File: src/rtl/alu_issue.sv
// alu_issue: ID/EX issue stage in front of the pipeline ALU.
// Decodes an RV32I instruction and its register operands into an ALU request
// (op code, operand A, operand B, rd). The request sits in an output register
// with a one-entry skid buffer behind a valid/ready handshake.
// Optional build macro: ALU_BYPASS_EN forwards res_alu_i into the operands
// when the entry handed to EX on the previous cycle writes a source register.
module alu_issue #(
    parameter int XLEN = 32,
    parameter int OP_W = 6
) (
    input  logic            clk,
    input  logic            rst_n,
    input  logic            flush_i,
    input  logic            in_valid_i,
    output logic            in_ready_o,
    input  logic [31:0]     instr_i,
    input  logic [XLEN-1:0] pc_i,
    input  logic [XLEN-1:0] rs1_data_i,
    input  logic [XLEN-1:0] rs2_data_i,
    output logic            out_valid_o,
    input  logic            out_ready_i,
    output logic [OP_W-1:0] op_alu_o,
    output logic [XLEN-1:0] opr_a_alu_o,
    output logic [XLEN-1:0] opr_b_alu_o,
    output logic [4:0]      rd_o,
    output logic            illegal_o,
    input  logic [XLEN-1:0] res_alu_i
);

    // ALU op-code encodings shared with the ALU
    localparam logic [OP_W-1:0] ADD_OP  = 6'd0;
    localparam logic [OP_W-1:0] SUB_OP  = 6'd1;
    localparam logic [OP_W-1:0] SHL_OP  = 6'd2;
    localparam logic [OP_W-1:0] LSR_OP  = 6'd3;
    localparam logic [OP_W-1:0] ASR_OP  = 6'd4;
    localparam logic [OP_W-1:0] OR_OP   = 6'd5;
    localparam logic [OP_W-1:0] AND_OP  = 6'd6;
    localparam logic [OP_W-1:0] XOR_OP  = 6'd7;
    localparam logic [OP_W-1:0] SLT_OP  = 6'd9;
    localparam logic [OP_W-1:0] SLTU_OP = 6'd10;

    // RV32I major opcodes handled here
    localparam logic [6:0] OPC_OP     = 7'b0110011;
    localparam logic [6:0] OPC_OPIMM  = 7'b0010011;
    localparam logic [6:0] OPC_LUI    = 7'b0110111;
    localparam logic [6:0] OPC_AUIPC  = 7'b0010111;
    localparam logic [6:0] OPC_LOAD   = 7'b0000011;
    localparam logic [6:0] OPC_STORE  = 7'b0100011;
    localparam logic [6:0] OPC_BRANCH = 7'b1100011;

    typedef struct packed {
        logic [OP_W-1:0] op;
        logic [XLEN-1:0] a;
        logic [XLEN-1:0] b;
        logic [4:0]      rd;
        logic            ill;
    } entry_t;

    typedef enum logic [1:0] {
        S_EMPTY = 2'd0,
        S_FULL  = 2'd1,
        S_BOTH  = 2'd2
    } state_t;

    state_t          r_state;
    state_t          w_state_nxt;
    logic            r_in_ready;
    entry_t          r_out;
    entry_t          r_skid;
    entry_t          w_dec;
    logic            w_accept;
    logic            w_hs;
    logic            w_load_out_in;
    logic            w_load_out_skid;
    logic            w_load_skid;
    logic [XLEN-1:0] w_rs1_val;
    logic [XLEN-1:0] w_rs2_val;

    logic [6:0]      w_opcode;
    logic [2:0]      w_f3;
    logic [6:0]      w_f7;
    logic [XLEN-1:0] w_imm_i;
    logic [XLEN-1:0] w_imm_s;
    logic [XLEN-1:0] w_imm_u;
    logic [XLEN-1:0] w_shamt;
    logic [OP_W-1:0] w_base_op;

    assign w_accept    = in_valid_i & r_in_ready;
    assign out_valid_o = (r_state != S_EMPTY);
    assign w_hs        = out_valid_o & out_ready_i;

    assign in_ready_o  = r_in_ready;
    assign op_alu_o    = r_out.op;
    assign opr_a_alu_o = r_out.a;
    assign opr_b_alu_o = r_out.b;
    assign rd_o        = r_out.rd;
    assign illegal_o   = r_out.ill;

`ifdef ALU_BYPASS_EN
    logic       r_fwd_valid;
    logic [4:0] r_fwd_rd;

    // remember rd of the entry handed to EX at this edge (x0 never forwards)
    always_ff @(posedge clk or negedge rst_n) begin
        if (!rst_n) begin
            r_fwd_valid <= 1'b0;
            r_fwd_rd    <= '0;
        end else begin
            r_fwd_valid <= w_hs && (r_out.rd != 5'd0);
            r_fwd_rd    <= r_out.rd;
        end
    end

    // bypass resolves on the input side, so a SKID capture keeps its operands
    assign w_rs1_val = (r_fwd_valid && (instr_i[19:15] == r_fwd_rd)) ? res_alu_i : rs1_data_i;
    assign w_rs2_val = (r_fwd_valid && (instr_i[24:20] == r_fwd_rd)) ? res_alu_i : rs2_data_i;
`else
    logic w_unused_byp;

    assign w_rs1_val    = rs1_data_i;
    assign w_rs2_val    = rs2_data_i;
    assign w_unused_byp = ^{res_alu_i, instr_i[19:15]};
`endif

    assign w_opcode = instr_i[6:0];
    assign w_f3     = instr_i[14:12];
    assign w_f7     = instr_i[31:25];
    assign w_imm_i  = {{20{instr_i[31]}}, instr_i[31:20]};
    assign w_imm_s  = {{20{instr_i[31]}}, instr_i[31:25], instr_i[11:7]};
    assign w_imm_u  = {instr_i[31:12], 12'b0};
    assign w_shamt  = {27'b0, instr_i[24:20]};

    // funct3 to ALU op for the non-SUB/SRA forms shared by OP and OP-IMM
    always_comb begin
        w_base_op = ADD_OP;
        case (w_f3)
            3'b000:  w_base_op = ADD_OP;
            3'b001:  w_base_op = SHL_OP;
            3'b010:  w_base_op = SLT_OP;
            3'b011:  w_base_op = SLTU_OP;
            3'b100:  w_base_op = XOR_OP;
            3'b101:  w_base_op = LSR_OP;
            3'b110:  w_base_op = OR_OP;
            default: w_base_op = AND_OP;
        endcase
    end

    // instruction decode into an ALU request; illegal forms collapse to ADD 0,0
    always_comb begin
        w_dec.op  = ADD_OP;
        w_dec.a   = '0;
        w_dec.b   = '0;
        w_dec.rd  = instr_i[11:7];
        w_dec.ill = 1'b0;
        case (w_opcode)
            OPC_OP: begin
                w_dec.a = w_rs1_val;
                w_dec.b = w_rs2_val;
                if (w_f7 == 7'b0000000)
                    w_dec.op = w_base_op;
                else if (w_f7 == 7'b0100000 && w_f3 == 3'b000)
                    w_dec.op = SUB_OP;
                else if (w_f7 == 7'b0100000 && w_f3 == 3'b101)
                    w_dec.op = ASR_OP;
                else
                    w_dec.ill = 1'b1;
            end
            OPC_OPIMM: begin
                w_dec.a  = w_rs1_val;
                w_dec.op = w_base_op;
                if (w_f3 == 3'b001 || w_f3 == 3'b101) begin
                    w_dec.b = w_shamt;
                    if (w_f3 == 3'b101 && w_f7 == 7'b0100000)
                        w_dec.op = ASR_OP;
                    else if (w_f7 != 7'b0000000)
                        w_dec.ill = 1'b1;
                end else begin
                    w_dec.b = w_imm_i;
                end
            end
            OPC_LUI: begin
                w_dec.b = w_imm_u;
            end
            OPC_AUIPC: begin
                w_dec.a = pc_i;
                w_dec.b = w_imm_u;
            end
            OPC_LOAD: begin
                w_dec.a = w_rs1_val;
                w_dec.b = w_imm_i;
                if (w_f3 == 3'b011 || w_f3 == 3'b110 || w_f3 == 3'b111)
                    w_dec.ill = 1'b1;
            end
            OPC_STORE: begin
                w_dec.a  = w_rs1_val;
                w_dec.b  = w_imm_s;
                w_dec.rd = '0;
                if (w_f3 > 3'b010)
                    w_dec.ill = 1'b1;
            end
            OPC_BRANCH: begin
                w_dec.a  = w_rs1_val;
                w_dec.b  = w_rs2_val;
                w_dec.rd = '0;
                case (w_f3)
                    3'b000, 3'b001: w_dec.op = SUB_OP;
                    3'b100, 3'b101: w_dec.op = SLT_OP;
                    3'b110, 3'b111: w_dec.op = SLTU_OP;
                    default:        w_dec.ill = 1'b1;
                endcase
            end
            default: w_dec.ill = 1'b1;
        endcase
        if (w_dec.ill) begin
            w_dec.op = ADD_OP;
            w_dec.a  = '0;
            w_dec.b  = '0;
            w_dec.rd = '0;
        end
    end

    // next-state and load enables for the OUT/SKID pair; flush wins over all
    always_comb begin
        w_state_nxt     = r_state;
        w_load_out_in   = 1'b0;
        w_load_out_skid = 1'b0;
        w_load_skid     = 1'b0;
        case (r_state)
            S_EMPTY: begin
                if (w_accept) begin
                    w_load_out_in = 1'b1;
                    w_state_nxt   = S_FULL;
                end
            end
            S_FULL: begin
                if (out_ready_i) begin
                    if (w_accept)
                        w_load_out_in = 1'b1;
                    else
                        w_state_nxt = S_EMPTY;
                end else if (w_accept) begin
                    w_load_skid = 1'b1;
                    w_state_nxt = S_BOTH;
                end
            end
            S_BOTH: begin
                if (out_ready_i) begin
                    w_load_out_skid = 1'b1;
                    w_state_nxt     = S_FULL;
                end
            end
            default: w_state_nxt = S_EMPTY;
        endcase
        if (flush_i) begin
            w_state_nxt     = S_EMPTY;
            w_load_out_in   = 1'b0;
            w_load_out_skid = 1'b0;
            w_load_skid     = 1'b0;
        end
    end

    // state register; in_ready is registered straight from the next state
    always_ff @(posedge clk or negedge rst_n) begin
        if (!rst_n) begin
            r_state    <= S_EMPTY;
            r_in_ready <= 1'b1;
        end else begin
            r_state    <= w_state_nxt;
            r_in_ready <= (w_state_nxt != S_BOTH);
        end
    end

    // OUT register: loaded from decode or promoted from SKID
    always_ff @(posedge clk or negedge rst_n) begin
        if (!rst_n) begin
            r_out <= '0;
        end else if (w_load_out_in) begin
            r_out <= w_dec;
        end else if (w_load_out_skid) begin
            r_out <= r_skid;
        end
    end

    // SKID register: catches the entry accepted while EX stalls
    always_ff @(posedge clk or negedge rst_n) begin
        if (!rst_n) begin
            r_skid <= '0;
        end else if (w_load_skid) begin
            r_skid <= w_dec;
        end
    end

endmodule

File: config.mk
export PLATFORM = sky130hd
export DESIGN_NAME = alu_issue
export DESIGN_NICKNAME = d
export VERILOG_FILES = /design/src/rtl/alu_issue.sv
export SDC_FILE = /design/constraint.sdc
export NUM_CORES = 1
export LEC_CHECK = 0
export ABC_AREA = 1
export BUFFER_PORTS_ARGS = -buffer_cell sky130_fd_sc_hd__buf_2
export CAP_MARGIN = 0
export CORE_MARGIN = 2
export CORE_UTILIZATION = 57
export CTS_CLUSTER_DIAMETER = 40
export CTS_CLUSTER_SIZE = 20
export DETAILED_ROUTE_END_ITERATION = 7
export GPL_ROUTABILITY_DRIVEN = 0
export PLACE_DENSITY = 0.87
export SLEW_MARGIN = 15
export SYNTH_ARGS = -nofsm -noshare
export SYNTH_HDL_FRONTEND = slang
export SYNTH_SLANG_ARGS = --single-unit
File: constraint.sdc
create_clock -name clk -period 3.1 [get_ports clk]
set_clock_uncertainty 0.2 [all_clocks]
set_input_delay 0.31 -clock clk [delete_from_list [all_inputs] [get_ports clk]]
set_output_delay 0.31 -clock clk [all_outputs]
set_load 0.01 [all_outputs]
==> out/qor.txt, run 1 <==
worst hold margin: 25.6 ps
setup ws final: 351 ps
Post-CTS Hold Fix Bufs: 2
number of global-route vias before repair: 7979
Die Area: 15600 sq um
Root Driver: clkbuf_16
initial antenna violation count: 4
vias per cell: 5.33
initial core utilization: 57.9%
TritonCTS clock tree: done
sw frac: 23.4%
commonest non-fill, non-tap cells in the layout: nand2_1, buf_2, inv_1, dfrtp_1, nand3_1
Sequential Area: 3780 sq um
Avg Cell Area, Syn: 7.11 sq um
startpoint types: input port
Post-CTS Resized: 0
H-tree depth: 4
IO Port Bufs: 208
gr usage total: 30.4%
Multi-input gate area: 3550 sq um
core footprint: 14400 sq um
Peak VDD IR: 0.386 mV
Synth Warn #: 0
Final setup violation count: 0
Crit. End Element: register
critical-path cell list: dlygate4sd3_1, buf_2, inv_2, nand3_1, nor2_4, inv_2, nand2_2, inv_2, buf_4, nand2_1, nand3_1
fin nets: 1521
FMAX: 364 MHz
fin cells: 1556
Post-Syn Instances: 1174
WL final: 23200 um
Required @ worst endpoint: 3260 ps
Pins Over Slew Limit: 0
Tcrit/Tclk final: 88.7%
leakage: 5.53 nW
Worst Hold Launch: pc_i[20]
sw power: 1.16 mW
drt first pass iters: 5
r2r setup slk: 420 ps
FP Rows: 44
#FFs+latches synth: 151
DR vias: 8293
CP most frequent cell: inv_2
Hold EP: r_skid[58]$_DFFE_PN0P_
WL per Instance: 14.9 um
CP delay by family, top: buffers and inverters
worst r2r dst: opr_b_alu_o[15]$_DFFE_PN0P_
Area Growth Syn to Fin: 21.4%
Register-to-Register Path Depth: 10
Hold Fails Final Rpt: 0
postcts setup bufs: 0
DP HPWL: 15500 um
die boundary width: 125 um
reg2reg start: in_ready_o$_DFF_PN1_
Fillers: 1154
fin crit period: 2750 ps
hold crit path type: in -> reg
Worst Path Max Fanout: 55
worst slew pin tran: 1000 ps
clock sink total: 151
Max-slew headroom: 33.1%
share of layout cells above drive strength 1: 20.7%
pwr dens: 489 nW/um^2
combinational share of power: 9.2%
Int Power: 3.79 mW
post-synthesis sequential area ratio: 45.3%
Power Total: 4.95 mW
Setup Slack @ Placement: 362 ps
status: finished clean
commonest non-fill, non-tap cell in the layout: nand2_1
total gr overflow: 0
first-pass GRT wire length: 38500 um
Crit path arrival time: 2910 ps
CTS clk-pin slew, worst paths: 60 ps
1st-iter DRT viols: 712
clk_lat worst skew: 430 ps
DRC violations left: 0
DIE HEIGHT: 125 um
post-route ant nets: 0
number of I/O pins: 243
largest net degree at the start of global routing: 82
RSZ-0062 raised after global routing: false
dpl cells: 1519
kind of critical path: in -> reg
Netlist cell types: 34
Clock power frac: 48.1%
WP buf/inv: 6
CTS max path bufs: 2
CP max stage delay: 760 ps
sequential power share: 42.7%
hold path depth: 5
max_cap viols: 0
Post-Syn Area: 8350 sq um
Fin Setup TNS: 0 ps
cts bufs inserted: 17
slowest CP cell: inv_2
==> synth_stat cells <==
master | number | area share (%)
buf_1 | 2 | 0.090
buf_4 | 3 | 0.27
nand2_4 | 1 | 0.13
nor3_2 | 1 | 0.12
o21a_1 | 9 | 0.81
o311ai_0 | 1 | 0.10
inv_1 | 170 | 7.6
nor2_4 | 1 | 0.13
nand3_2 | 1 | 0.12
buf_2 | 20 | 1.2
nand4_1 | 27 | 2.0
a21oi_2 | 1 | 0.10
nor2_1 | 24 | 1.1
o21ai_1 | 42 | 2.5
dfstp_2 | 1 | 0.31
conb_1 | 1 | 0.045
dfrtp_1 | 150 | 45
o21bai_1 | 1 | 0.090
inv_2 | 7 | 0.31
nand2_1 | 436 | 20
clkinv_1 | 1 | 0.045
o22ai_1 | 1 | 0.075
nand2_2 | 1 | 0.075
clkbuf_1 | 29 | 1.3
a21oi_1 | 2 | 0.12
inv_4 | 1 | 0.075
nor3_4 | 1 | 0.19
nand3_1 | 137 | 8.2
nor2_2 | 4 | 0.30
nor2_8 | 3 | 0.72
o211ai_1 | 13 | 1.2
nand2_8 | 1 | 0.24
buf_6 | 12 | 1.6
o21ai_0 | 69 | 4.1
==> how the worst max path moves through the flow <==
| stage | start | to | slack (ps) | depth (start not counted) |
|---|---|---|---|---|
| global route | flush_i | op_alu_o[2]$_DFFE_PN0P_ | 120 | 11 |
| CTS | flush_i | opr_b_alu_o[24]$_DFFE_PN0P_ | 360 | 11 |
| floorplan | in_ready_o$_DFF_PN1_ | opr_b_alu_o[26]$_DFFE_PN0P_ | 1130 | 12 |
| global placement | in_valid_i | op_alu_o[2]$_DFFE_PN0P_ | 420 | 11 |
| finish | flush_i | opr_b_alu_o[15]$_DFFE_PN0P_ | 350 | 11 |
| detailed placement | in_valid_i | opr_b_alu_o[15]$_DFFE_PN0P_ | 360 | 11 |
==> sequential cells by signal, indices dropped and copies added, names as in the netlist <==
register     count
opr_b_alu_o     32
rd_o             5
op_alu_o         4
illegal_o        1
opr_a_alu_o     32
in_ready_o       1
r_skid          74
r_state          2
==> logic make-up after synthesis <==
family          share of synthesized area, %
flops                                   45.3
buf+inv                                 12.6
other cells                           0.0449
simple gates                            33.0
compound gates                          9.13
==> worst register-to-register path: stages, from the launching register on <==
cell and delay, ps:
dfstp_2 370, nand2_1 80, inv_1 60, nand3_1 170, nor2_4 50, inv_2 130, nand2_2 170, inv_2 760
buf_4 430, nand2_1 90, nand3_1 90
==> per-stage QoR <==
stage	util (%)	cell area (sq um)
2_1_floorplan	-	8350
3_3_place_gp	65.4	9430
3_5_place_dp	65.4	9430
4_1_cts	70.2	10100
5_1_grt	70.2	10100
6_report	70.2	10100
==> power by group through the flow <==
stage | Sequential, mW | Combinational, mW | Clock [mW]
after floorplan | 2.15 | 0.216 | 0
after global placement | 2.14 | 0.438 | 0
after detailed placement | 2.14 | 0.451 | 0
after CTS | 2.11 | 0.456 | 2.39
after global routing | 2.12 | 0.514 | 2.49
final | 2.11 | 0.456 | 2.38
==> cell type report <==
class / count / share of cell area, %
inverter: 179 / 6.66
sequential: 151 / 37.3
clock buffer: 23 / 4.72
clock inverter: 9 / 1.95
antenna: 3 / 0.0741
multi-input combinational: 779 / 35.0
timing repair buffer: 228 / 12.0
tap: 184 / 2.27
==> per-layer routing <==
metal | wire length (um) | vias to the layer above | track usage, % | share of wire, %
met5 | 0 | - | 0 | 0
met4 | 652 | 0 | 12.4 | 2.8
met3 | 2090 | 52 | 7.27 | 9.0
met2 | 10800 | 426 | 48.4 | 47
met1 | 9640 | 3778 | 40.2 | 42
li1 | - | 4037 | - | -
Note: power is estimated with default switching activity, not from simulation.
==> inputs of run 2 (changes only) <==
--- a/config.mk
+++ b/config.mk
@@ -5,16 +5,16 @@
 export SDC_FILE = /design/constraint.sdc
 export NUM_CORES = 1
 export LEC_CHECK = 0
-export ABC_AREA = 1
+export ABC_AREA = 0
 export BUFFER_PORTS_ARGS = -buffer_cell sky130_fd_sc_hd__buf_2
 export CAP_MARGIN = 0
 export CORE_MARGIN = 2
-export CORE_UTILIZATION = 57
+export CORE_UTILIZATION = 55
 export CTS_CLUSTER_DIAMETER = 40
 export CTS_CLUSTER_SIZE = 20
 export DETAILED_ROUTE_END_ITERATION = 7
 export GPL_ROUTABILITY_DRIVEN = 0
-export PLACE_DENSITY = 0.87
+export PLACE_DENSITY = 0.86
 export SLEW_MARGIN = 15
 export SYNTH_ARGS = -nofsm -noshare
 export SYNTH_HDL_FRONTEND = slang
==> out/qor.txt, run 2 <==
status: finished clean (unchanged)
initial antenna violation count: 1 (was 4)
kind of critical path: reg -> reg (was in -> reg)
#FFs+latches synth: 151 (unchanged)
number of synthesized flops with an enable pin: 0 (unchanged)
Hold EP: r_skid[7]$_DFFE_PN0P_ (was r_skid[58]$_DFFE_PN0P_)
worst hold margin: 55.9 ps (was 25.6 ps)
first-pass GRT wire length: 32400 um (was 38500 um)
Fillers: 951 (was 1154)
max_cap viols: 0 (unchanged)
Synth Warn #: 0 (unchanged)
Area contributors post-synth: dfrtp_1, o31ai_1, a22oi_1, nand2_1, a221o_1 (was dfrtp_1, nand2_1, nand3_1, inv_1, o21ai_0)
cell type with the largest total area after synthesis: dfrtp_1 (unchanged)
max FFs per register: 74 (unchanged)
cts bufs inserted: 17 (unchanged)
post-synthesis sequential area ratio: 53.1% (was 45.3%)
fin nets: 1051 (was 1521)
Worst Hold Launch: rs2_data_i[1] (was pc_i[20])
Netlist cell types: 46 (was 34)
Area Growth Syn to Fin: 26.1% (was 21.4%)
die boundary width: 118 um (was 125 um)
IO Port Bufs: 208 (unchanged)
Yosys top cell area share: 52.7% (was 45.0%)
clk_lat worst skew: 420 ps (was 430 ps)
Tcrit/Tclk final: 77.8% (was 88.7%)
Cell Area, Placed: 8360 sq um (was 9430 sq um)
fin crit period: 2410 ps (was 2750 ps)
vias per cell: 6.15 (was 5.33)
Fin Setup TNS: 0 ps (unchanged)
core footprint: 12600 sq um (was 14400 sq um)
r2r setup slk: 690 ps (was 420 ps)
critical-path cell list: nand2_1, nor3_1, nand2b_2, and2_2, buf_12, a22o_1, a21o_1 (was dlygate4sd3_1, buf_2, inv_2, nand3_1, nor2_4, inv_2, nand2_2, inv_2, buf_4, nand2_1, nand3_1)
worst r2r dst: rd_o[4]$_DFFE_PN0P_ (was opr_b_alu_o[15]$_DFFE_PN0P_)
drt first pass iters: 5 (unchanged)
TritonCTS clock tree: done (unchanged)
dpl cells: 1032 (was 1519)
ys async rst share: 100% (unchanged)
setup ws final: 687 ps (was 351 ps)
utilization after layout: 71.1% (was 70.2%)
DIE HEIGHT: 118 um (was 125 um)
Power Total: 4.22 mW (was 4.95 mW)
WL final: 20100 um (was 23200 um)
Setup Slack @ Placement: 441 ps (was 362 ps)
gr usage total: 29.4% (was 30.4%)
DR vias: 6588 (was 8293)
Post-Syn Area: 7120 sq um (was 8350 sq um)
Root Driver: clkbuf_16 (unchanged)
Pins Over Slew Limit: 0 (unchanged)
Post-Syn Instances: 700 (was 1174)
Worst Path Max Fanout: 45 (was 55)
FMAX: 414 MHz (was 364 MHz)
Max-slew headroom: 40.9% (was 33.1%)
reg2reg start: in_ready_o$_DFF_PN1_ (unchanged)
CTS clk-pin slew, worst paths: 60 ps (about the same)
fin cells: 1071 (was 1556)
WP buf/inv: 1 (was 6)
H-tree depth: 4 (unchanged)
Avg Cell Area, Syn: 10.2 sq um (was 7.11 sq um)
pwr dens: 471 nW/um^2 (was 489 nW/um^2)
diode count: 0 (was 3)
FP Rows: 41 (was 44)
CP max stage delay: 520 ps (was 760 ps)
DRC violations left: 0 (unchanged)
Peak VDD IR: 0.344 mV (was 0.386 mV)
Die Area: 13900 sq um (was 15600 sq um)
hold crit path type: in -> reg (unchanged)
commonest non-fill, non-tap cells in the layout: buf_2, dfrtp_1, nand2_1, o31ai_1, a22oi_1 (was nand2_1, buf_2, inv_1, dfrtp_1, nand3_1)
top post-synthesis cells by count: dfrtp_1, nand2_1, o31ai_1 (was nand2_1, inv_1, dfrtp_1)
number of global-route vias before repair: 6269 (was 7979)
DP HPWL: 13300 um (was 15500 um)
Register-to-Register Path Depth: 7 (was 10)
largest net degree at the start of global routing: 80 (was 82)
WL per Instance: 18.8 um (was 14.9 um)
commonest non-fill, non-tap cell in the layout: buf_2 (was nand2_1)
initial core utilization: 56.4% (was 57.9%)
post-route ant nets: 0 (unchanged)
total gr overflow: 0 (unchanged)
prevailing post-synth register cell: dfrtp_1 (unchanged)
Biggest register: r_skid (unchanged)
leakage: 4.23 nW (was 5.53 nW)
RSZ-0062 raised after global routing: false (unchanged)
Crit path arrival time: 2520 ps (was 2910 ps)
slowest CP cell: dfstp_2 (was inv_2)
number of I/O pins: 243 (unchanged)
1st-iter DRT viols: 796 (was 712)
CTS max path bufs: 2 (unchanged)
share of layout cells above drive strength 1: 30.9% (was 20.7%)
top-count cell post-synth: dfrtp_1 (was nand2_1)
final non-filler cell area: 8970 sq um (was 10100 sq um)
Hold Fails Final Rpt: 0 (unchanged)
clock sink total: 151 (unchanged)
hold path depth: 4 (was 5)
CP delay by family, top: simple AND/OR/NAND/NOR gates (was buffers and inverters)
Crit. End Element: register (unchanged)
Required @ worst endpoint: 3210 ps (was 3260 ps)
startpoint types: register (was input port)
postcts setup bufs: 0 (unchanged)
worst slew pin tran: 886 ps (was 1000 ps)
Final setup violation count: 0 (unchanged)
## run 2: changes by cell type after synthesis, moves of 21 or more
cell      before  now
a221oi_1       0   21
a221o_1        0   32
nand4_1       27    0
o21ai_0       69   23
o21ai_1       42    0
a22oi_1        0   64
nor3_1         0   36
clkbuf_1      29   50
inv_1        170    3
nand2_1      436  122
nand3_1      137    2
o31ai_1        0   82
## run 2: final cells by class
type / count / area [sq um] / share of cell area, %
tap: 172 / 215 / 2.40
timing repair buffer: 240 / 1370 / 15.2
multi-input combinational: 473 / 3050 / 34.0
clock inverter: 9 / 76.3 / 0.851
sequential: 151 / 3780 / 42.1
clock buffer: 23 / 468 / 5.22
inverter: 3 / 11.3 / 0.126
## run 2: timing repair
| action | in CTS | in global routing |
|---|---|---|
| gates resized for setup | 0 | 0 |
| endpoints found under the hold margin | 70 | 0 |
| hold buffers | 7 | 0 |
## run 2: power breakdown
group / total, mW / internal [mW] / switching (mW) / leakage [nW]
clock: 1.91 / 1.14 / 0.771 / 0.270
sequential: 1.99 / 1.98 / 0.00744 / 2.10
combinational: 0.324 / 0.118 / 0.205 / 1.86
## run 2: cell families (layout without fill, tap and decap cells)
logic type	count (synthesis)	in the layout	share of synthesized area, %
buf+inv	77	275	4.62
simple gates	199	199	12.6
flops	151	151	53.1
xor+xnor	1	1	0.123
other cells	1	2	0.0527
mux	2	2	0.299
compound gates	269	269	29.2
## run 2: worst max-delay path by stage
stage / cells past startpoint / end / startpoint
2_1_floorplan: 8 / opr_a_alu_o[10]$_DFFE_PN0P_ / in_ready_o$_DFF_PN1_
3_3_place_gp: 8 / opr_b_alu_o[24]$_DFFE_PN0P_ / instr_i[25]
3_5_place_dp: 8 / r_skid[30]$_DFFE_PN0P_ / instr_i[25]
4_1_cts: 7 / rd_o[4]$_DFFE_PN0P_ / in_ready_o$_DFF_PN1_
5_1_grt: 7 / rd_o[4]$_DFFE_PN0P_ / in_ready_o$_DFF_PN1_
6_report: 7 / rd_o[4]$_DFFE_PN0P_ / in_ready_o$_DFF_PN1_
## run 2: worst min-delay path: cells and delay by family
family / cells / cell delay (ps)
buffers and inverters: 1 / 100
and+or+nand+nor: 1 / 50
AOI/OAI and AO/OA: 2 / 170
## run 2: metal layers
layer	wire, um	up-vias	track usage, %	share of wire [%]
met3	1700	32	7.95	8.5
met5	13	-	0	0.065
li1	-	3040	-	-
met2	9400	314	45.6	47
met4	390	2	10.2	1.9
met1	8570	3200	40.2	43
